--- src/rtl/pipe_hazard_ctrl.sv ---
// Stall, flush and forwarding control for the five-stage pipeline, including
// the multi-cycle M-stage memory wait FSM and a saturating stall-cycle counter.
module pipe_hazard_ctrl #(
  parameter int unsigned MEM_LAT = 2,
  parameter int unsigned CNT_W   = 16
) (
  input  logic             clk,
  input  logic             rst,
  input  logic [3:0]       regA_D,
  input  logic [3:0]       regB_D,
  input  logic             useA_D,
  input  logic             useB_D,
  input  logic [3:0]       regA_E,
  input  logic [3:0]       regB_E,
  input  logic [3:0]       regScr_E,
  input  logic             regw_E,
  input  logic             regmem_E,
  input  logic [3:0]       regScr_M,
  input  logic             regw_M,
  input  logic             regmem_M,
  input  logic             memw_M,
  input  logic             pcload_M,
  input  logic [3:0]       regScr_W,
  input  logic             regw_W,
  output logic             stall_F,
  output logic             stall_D,
  output logic             stall_E,
  output logic             stall_M,
  output logic             flush_D,
  output logic             flush_E,
  output logic             flush_M,
  output logic             flush_W,
  output logic [1:0]       fwdA_E,
  output logic [1:0]       fwdB_E,
  output logic             mem_busy,
  output logic [CNT_W-1:0] stall_cnt
);

  typedef enum logic {StRun, StMemWait} state_e;

  localparam logic [3:0] CntLoad = 4'(MEM_LAT - 1);
  localparam logic       Multi   = (MEM_LAT > 1);

  state_e           state_q, state_d;
  logic [3:0]       cnt_q, cnt_d;
  logic [CNT_W-1:0] stall_cnt_q;
  logic             acc_m, busy, load_use;

  assign acc_m = regmem_M | memw_M;
  assign busy  = ((state_q == StRun) & acc_m & Multi) |
                 ((state_q == StMemWait) & (cnt_q > 4'd1));
  assign load_use = regmem_E & regw_E &
                    ((useA_D & (regA_D == regScr_E)) | (useB_D & (regB_D == regScr_E)));

  // A load in M has no result yet, so only ALU results are forwarded from M.
  function automatic logic [1:0] fwd_sel(input logic [3:0] src, input logic [3:0] dst_m,
                                         input logic m_ok, input logic [3:0] dst_w,
                                         input logic w_ok);
    if (m_ok && (dst_m == src)) return 2'b10;
    if (w_ok && (dst_w == src)) return 2'b01;
    return 2'b00;
  endfunction

  always_ff @(posedge clk) begin
    if (rst) begin
      state_q     <= StRun;
      cnt_q       <= 4'd0;
      stall_cnt_q <= '0;
    end else begin
      state_q <= state_d;
      cnt_q   <= cnt_d;
      if (stall_F && !(&stall_cnt_q)) stall_cnt_q <= stall_cnt_q + 1'b1;
    end
  end

  always_comb begin
    state_d = state_q;
    cnt_d   = cnt_q;
    unique case (state_q)
      StRun: begin
        if (acc_m && Multi) begin
          state_d = StMemWait;
          cnt_d   = CntLoad;
        end
      end
      StMemWait: begin
        cnt_d = cnt_q - 4'd1;
        if (cnt_q == 4'd1) state_d = StRun;
      end
      default: state_d = StRun;
    endcase
  end

  always_comb begin
    stall_F  = 1'b0;
    stall_D  = 1'b0;
    stall_E  = 1'b0;
    stall_M  = 1'b0;
    flush_D  = 1'b0;
    flush_E  = 1'b0;
    flush_M  = 1'b0;
    flush_W  = 1'b0;
    fwdA_E   = 2'b00;
    fwdB_E   = 2'b00;
    mem_busy = 1'b0;
    if (rst) begin
      flush_D = 1'b1;
      flush_E = 1'b1;
      flush_M = 1'b1;
      flush_W = 1'b1;
    end else begin
      mem_busy = busy;
      fwdA_E   = fwd_sel(regA_E, regScr_M, regw_M & ~regmem_M, regScr_W, regw_W);
      fwdB_E   = fwd_sel(regB_E, regScr_M, regw_M & ~regmem_M, regScr_W, regw_W);
      if (busy) begin
        stall_F = 1'b1;
        stall_D = 1'b1;
        stall_E = 1'b1;
        stall_M = 1'b1;
        flush_W = 1'b1;
      end else if (pcload_M) begin
        flush_D = 1'b1;
        flush_E = 1'b1;
        flush_M = 1'b1;
      end else if (load_use) begin
        stall_F = 1'b1;
        stall_D = 1'b1;
        flush_E = 1'b1;
      end
    end
  end

  assign stall_cnt = stall_cnt_q;

endmodule

--- config.mk ---
export PLATFORM = sky130hd
export DESIGN_NAME = pipe_hazard_ctrl
export DESIGN_NICKNAME = d
export VERILOG_FILES = /design/src/rtl/pipe_hazard_ctrl.sv
export SDC_FILE = /design/constraint.sdc
export NUM_CORES = 1
export LEC_CHECK = 0
export ABC_AREA = 1
export BUFFER_PORTS_ARGS = -buffer_cell sky130_fd_sc_hd__buf_2
export CAP_MARGIN = 20
export CORE_ASPECT_RATIO = 1.75
export CORE_MARGIN = 2
export CORE_UTILIZATION = 49
export CTS_CLUSTER_SIZE = 12
export DETAILED_ROUTE_END_ITERATION = 8
export HOLD_SLACK_MARGIN = 0.08
export PLACE_DENSITY = 0.8
export RECOVER_POWER = 100
export SYNTH_ARGS = -nofsm -noshare
export SYNTH_HDL_FRONTEND = slang
export SYNTH_SLANG_ARGS = --single-unit
--- constraint.sdc ---
create_clock -name clk -period 2.9 [get_ports clk]
set_clock_uncertainty 0.1 [all_clocks]
set_input_delay 0.725 -clock clk [delete_from_list [all_inputs] [get_ports clk]]
set_output_delay 0.725 -clock clk [all_outputs]
set_load 0.05 [all_outputs]
======== After elaboration in Yosys (flattened, before gate mapping) ========
Index checks and enable logic that the tools add are counted.
operators by class
  add/sub/neg operators ................... 2
  order comparisons ....................... 1
  eq/ne operators ......................... 8
  muxes and demuxes ....................... 39
  bitwise logic cells ..................... 12
  reductions and logical operators ........ 7
operators with widths
  operator                 count
  $mux W1                  26
  $eq A4 B4 Y1             6
  $mux W2                  10
  $add A16 B1 Y16 const B  1
  $reduce_and A16 Y1       1
  $pmux W4 S2              1
  $and A1 B1 Y1            7
  $logic_and A1 B1 Y1      5
  $eq A4 B1 Y1 const B     1
  $gt A4 B1 Y1 const B     1
  $mux W4                  1
  $sub A4 B1 Y4 const B    1
  $or A1 B1 Y1             3
  $ne A2 B2 Y1 const B     1
  $not A1 Y1               2
  $pmux W1 S2              1
  $logic_not A1 Y1         1
word-level totals
  flip-flop bits (word level) ............. 21
  input port bits ......................... 39
  output and inout bits ................... 29
  logic and storage cells ................. 72

======== Longest topological paths before layout ========
  word-level depth ........................ 10
  mapped depth ............................ 12
  gate-level depth less buffers ........... 12

======== Worst setup path after synthesis ========
OpenSTA, ideal clock, no wires.
  path kind ............................... in2out
  start point ............................. input memw_M
  end point ............................... output stall_F
  arrival ................................. 2.974 ns
  data required time ...................... 2.075 ns
  slack ................................... -0.899 ns
  stages .................................. 10
  buffers on the path ..................... 2
  cell sequence ........................... inv_1 > a21oi_1 > nor2_1 > nor2_1 > nand2_1 > o21ai_2 > buf_2 > inv_1 > a21oi_1 > buf_4
between the ends
  cells in the longest elaborated chain, start to end .. 5
ends and longest elaborated chain
  what                  RTL line  RTL
  start, declared       21        input logic memw_M,
  $or A1 B1 Y1          49        assign acc_m = regmem_M | memw_M;
  $and A1 B1 Y1         50        assign busy = ((state_q == StRun) & acc_m & Multi) |
  $or A1 B1 Y1          50
  $mux W1 (2 in a row)  -
  end, declared         25        output logic stall_F,
Every way passes these cells.

======== Final worst setup path ========
  start point ............................. input regmem_M
  end point ............................... output stall_D
between the ends
  cells in the longest elaborated chain, start to end .. 5
ends and longest elaborated chain
  what             RTL line  RTL
  start, declared  20        input logic regmem_M,
  $or A1 B1 Y1     49
  $and A1 B1 Y1    50
  $or A1 B1 Y1     50
  $mux W1          115       if (busy) begin
  $mux W1          106       if (rst) begin
  end, declared    26        output logic stall_D,
Every way passes these cells.

==> results.cfg <==
[timing]
maxClockFrequency_ghz = 0.359
final_report_hold_violation_count = 0
fin_hold_ws_ns = 0.394
timing.final.max_slew_violations = 0
rsz_0062_raised_after_global_routing = false
layout_worst_path_cycle_share = 0.960
slew-limit-headroom = 0.597
timing.final.crit_period_ns = 2.79
timing.final.ws_setup_ns = 0.115
tns_ns = 0
setup-violations-final = 0
worst_slew_pin_slew_ns = 0.608

[synth]
syn_area_sq_um = 1760
yosys_register_bits = 21
synth-adder-area-share = 0.0213
post_synth.cell_area_avg_sq_um = 5.86
synth_seq_area_share = 0.238
compound_cell_area_share_of_the_yosys_netlist = 0.110
post_synth_xor_area_fraction = 0.0546
synth_nets = 343
ys.warnings.count = 0
synth_simple_gate_area_frac = 0.425
post_synth_num_cell_types = 28
yosys-mux-area-fraction = 0
synth_top_family_by_area = simple AND/OR/NAND/NOR gates
syn_inst = 301

[flow_run]
max_cap_violations = 0

[finish]
insertedDiodeCount = 0
filler_cells_inserted = 366
syn2layout_area_growth_pct = 24.6
post-route-util = 0.646
most-common-layout-cells = 71 x nand2_1, 48 x nor2_1, 46 x inv_1
multi_input_comb_area_sq_um = 1100
seqCellArea_sq_um = 420
num-nets-final = 411
layout.cells.most_common = nand2_1
proportion_of_layout_cells_with_a_drive_suffix_above_1 = 0.196

[global_route]
grt_first_pass_wirelength_microns = 7850
global_route.peak_usage_layer = met2
first_global_vias = 2001
grt_usage = 0.236
antenna_found_initial = 0
global_route.usage.met1 = 0.211
globalRoute.totalOverflow = 0
grt_util_met3 = 0.0270
global_routing_met2_resource_utilization = 0.483
grt_max_degree = 20

[worst_hold_path]
hold_path_origin = cnt_q[3]
min-delay-path-class = reg2reg
number_of_cells_traversed_by_the_worst_hold_path = 1
worst_hold_path.endpoint = cnt_q[3]

[clock_tree]
clock_tree.buffer_depth = 2
htreeDepth = 1
clock_buffers_created_by_tritoncts = 3
hold_buffers = 0
clock_sink_count = 21
clock_insertion_delay_worst_skew_ns = 0.26
postCtsSetupRepairBufs = 0
clock-root-buffer = clkbuf_8
path_clk_slew_ns = 0.07
clock_tree_from_tritoncts = done
post_cts_resized = 0

[detailed_routing]
drt-pass1-iter-count = 4
total_via_count_in_the_routed_design = 2142
drt.antenna.violating_nets = 0
drt-vias-per-instance = 5.19
drcViolationCount = 0
first_iter_violations = 38
routed_wl_microns = 4590
routedWlPerCell_microns = 11.1

[status]
result_of_the_run = finished, final reports clean

[floorplan]
floorplan.die.width_microns = 49.3
core-area_sq_um = 3400
dieArea_sq_um = 4110
io_pins = 68
die_h_microns = 83.4
std_cell_rows = 28
start_util = 0.519

[critical_path]
kind_of_end_point_of_the_critical_path = output port
critical_path_s_most_frequent_cell = a21oi_4
crit_path_top_delay_cell = clkbuf_4
crit-reg2reg-launch = cnt_q[0]
rr_worst_depth = 11
critical_path.cell_chain = buf_2 > inv_12 > a21oi_4 > nor2_1 > nor2_2 > nand2_2 > o21ai_2 > clkinvlp_4 > a21oi_4 > clkbuf_4
setup.worst_path.class = in2out
rrSetupSlack_ns = 0.63
cp-start-kind = primary input
worst_ep_arrival_time_ns = 1.96
critical-path-max-stage-delay_ns = 0.24
worst-path-max-fanout = 3
worstReg2RegEnd = stall_cnt[0]
required_time_of_the_critical_path_ns = 2.08

[power_and_ir_drop]
internal_power_component_w = 0.000486
power.share.combinational = 0.364
p_switching_w = 0.000311
pd_cells_nw_per_um2 = 363
vdd_ir_drop_max_mv = 0.339
static-leakage-power_nw = 1.04
power.share.clock = 0.244
pwr-share-seq = 0.392
sw_frac_of_total = 0.390

[placement]
place_ws_ns = 0.0410
detailed_place_hpwl_microns = 3730
place.gp.congestion = 0.995
placement.io_buffers = 67
==> metrics by stage <==
step	instance area [sq um]	cells	power [W]
floorplan	1820	301	0.000541
global route	2200	413	0.000840
finish	2200	413	0.000798
CTS	2230	413	0.000810
global placement	2180	409	0.000608
detailed placement	2180	409	0.000614
==> power by group through the flow <==
| stage | logic (W) | registers [W] | clock network, W |
|---|---|---|---|
| floorplan | 0.000207 | 0.000333 | 0 |
| global placement | 0.000290 | 0.000319 | 0 |
| detailed placement | 0.000294 | 0.000319 | 0 |
| CTS | 0.000295 | 0.000313 | 0.000202 |
| global route | 0.000318 | 0.000315 | 0.000207 |
| finish | 0.000290 | 0.000313 | 0.000194 |
==> critical path: cells and delay by family <==
family,cells,cell delay [ns]
AOI/OAI and AO/OA,3,0.36
buffers and inverters,4,0.60
and+or+nand+nor,3,0.27
==> flip-flops by register name (all words and copies together) (netlist names) <==
register / count
state_q: 1
stall_cnt: 16
cnt_q: 4
==> cell type report <==
| cell class | instances | share of cell area |
|---|---|---|
| well taps | 45 | 0.0256 |
| multi-input cells | 218 | 0.500 |
| clock buffers | 4 | 0.0205 |
| flip-flops and latches | 21 | 0.191 |
| inverters | 51 | 0.0946 |
| repair buffers | 74 | 0.168 |
==> logic make-up (layout without fill, tap and decap cells) <==
logic type               after synthesis  in the layout
flip-flops                            21             21
buffers and inverters                 62            129
AND/OR/NAND/NOR                      171            171
adder cells (fa/ha/maj)                3              3
XOR/XNOR                              11             11
AO/OA/AOI/OAI                         33             33
==> worst max path at each step <==
stage | start | to | slack, ns | cells past startpoint
after floorplan | regmem_M | stall_F | -0.33 | 10
after global placement | regmem_M | stall_D | 0.06 | 10
after detailed placement | regmem_M | stall_D | 0.04 | 10
after CTS | regmem_M | stall_D | 0.03 | 10
after global routing | regmem_M | stall_D | 0.007 | 10
final | regmem_M | stall_D | 0.11 | 10
==> cell usage after synthesis, drive strengths merged <==
| master | number | area, sq um |
|---|---|---|
| nand2 | 72 | 273 |
| o22ai | 4 | 25.0 |
| nand4 | 19 | 119 |
| clkbuf | 2 | 7.51 |
| o21ai | 8 | 43.8 |
| dfxtp | 21 | 420 |
| a221oi | 1 | 8.76 |
| nor3 | 5 | 25.0 |
| buf | 9 | 66.3 |
| inv | 51 | 191 |
| o2bb2ai | 1 | 8.76 |
| o2111ai | 2 | 17.5 |
| xor2 | 5 | 43.8 |
| ha | 3 | 37.5 |
| nor4 | 3 | 18.8 |
| xnor2 | 6 | 52.6 |
| nand3 | 20 | 110 |
| a21oi | 15 | 75.1 |
| nand3b | 1 | 7.51 |
| nor2 | 51 | 196 |
| a211oi | 2 | 15.0 |
==> metal layers <==
| layer | part of all wire | vias to the layer above |
|---|---|---|
| met2 | 0.57 | 59 |
| met5 | 0 | - |
| met1 | 0.36 | 971 |
| met3 | 0.048 | 9 |
| li1 | - | 1103 |
| met4 | 0.020 | 0 |
No activity file was read; power rests on OpenSTA's default activity.
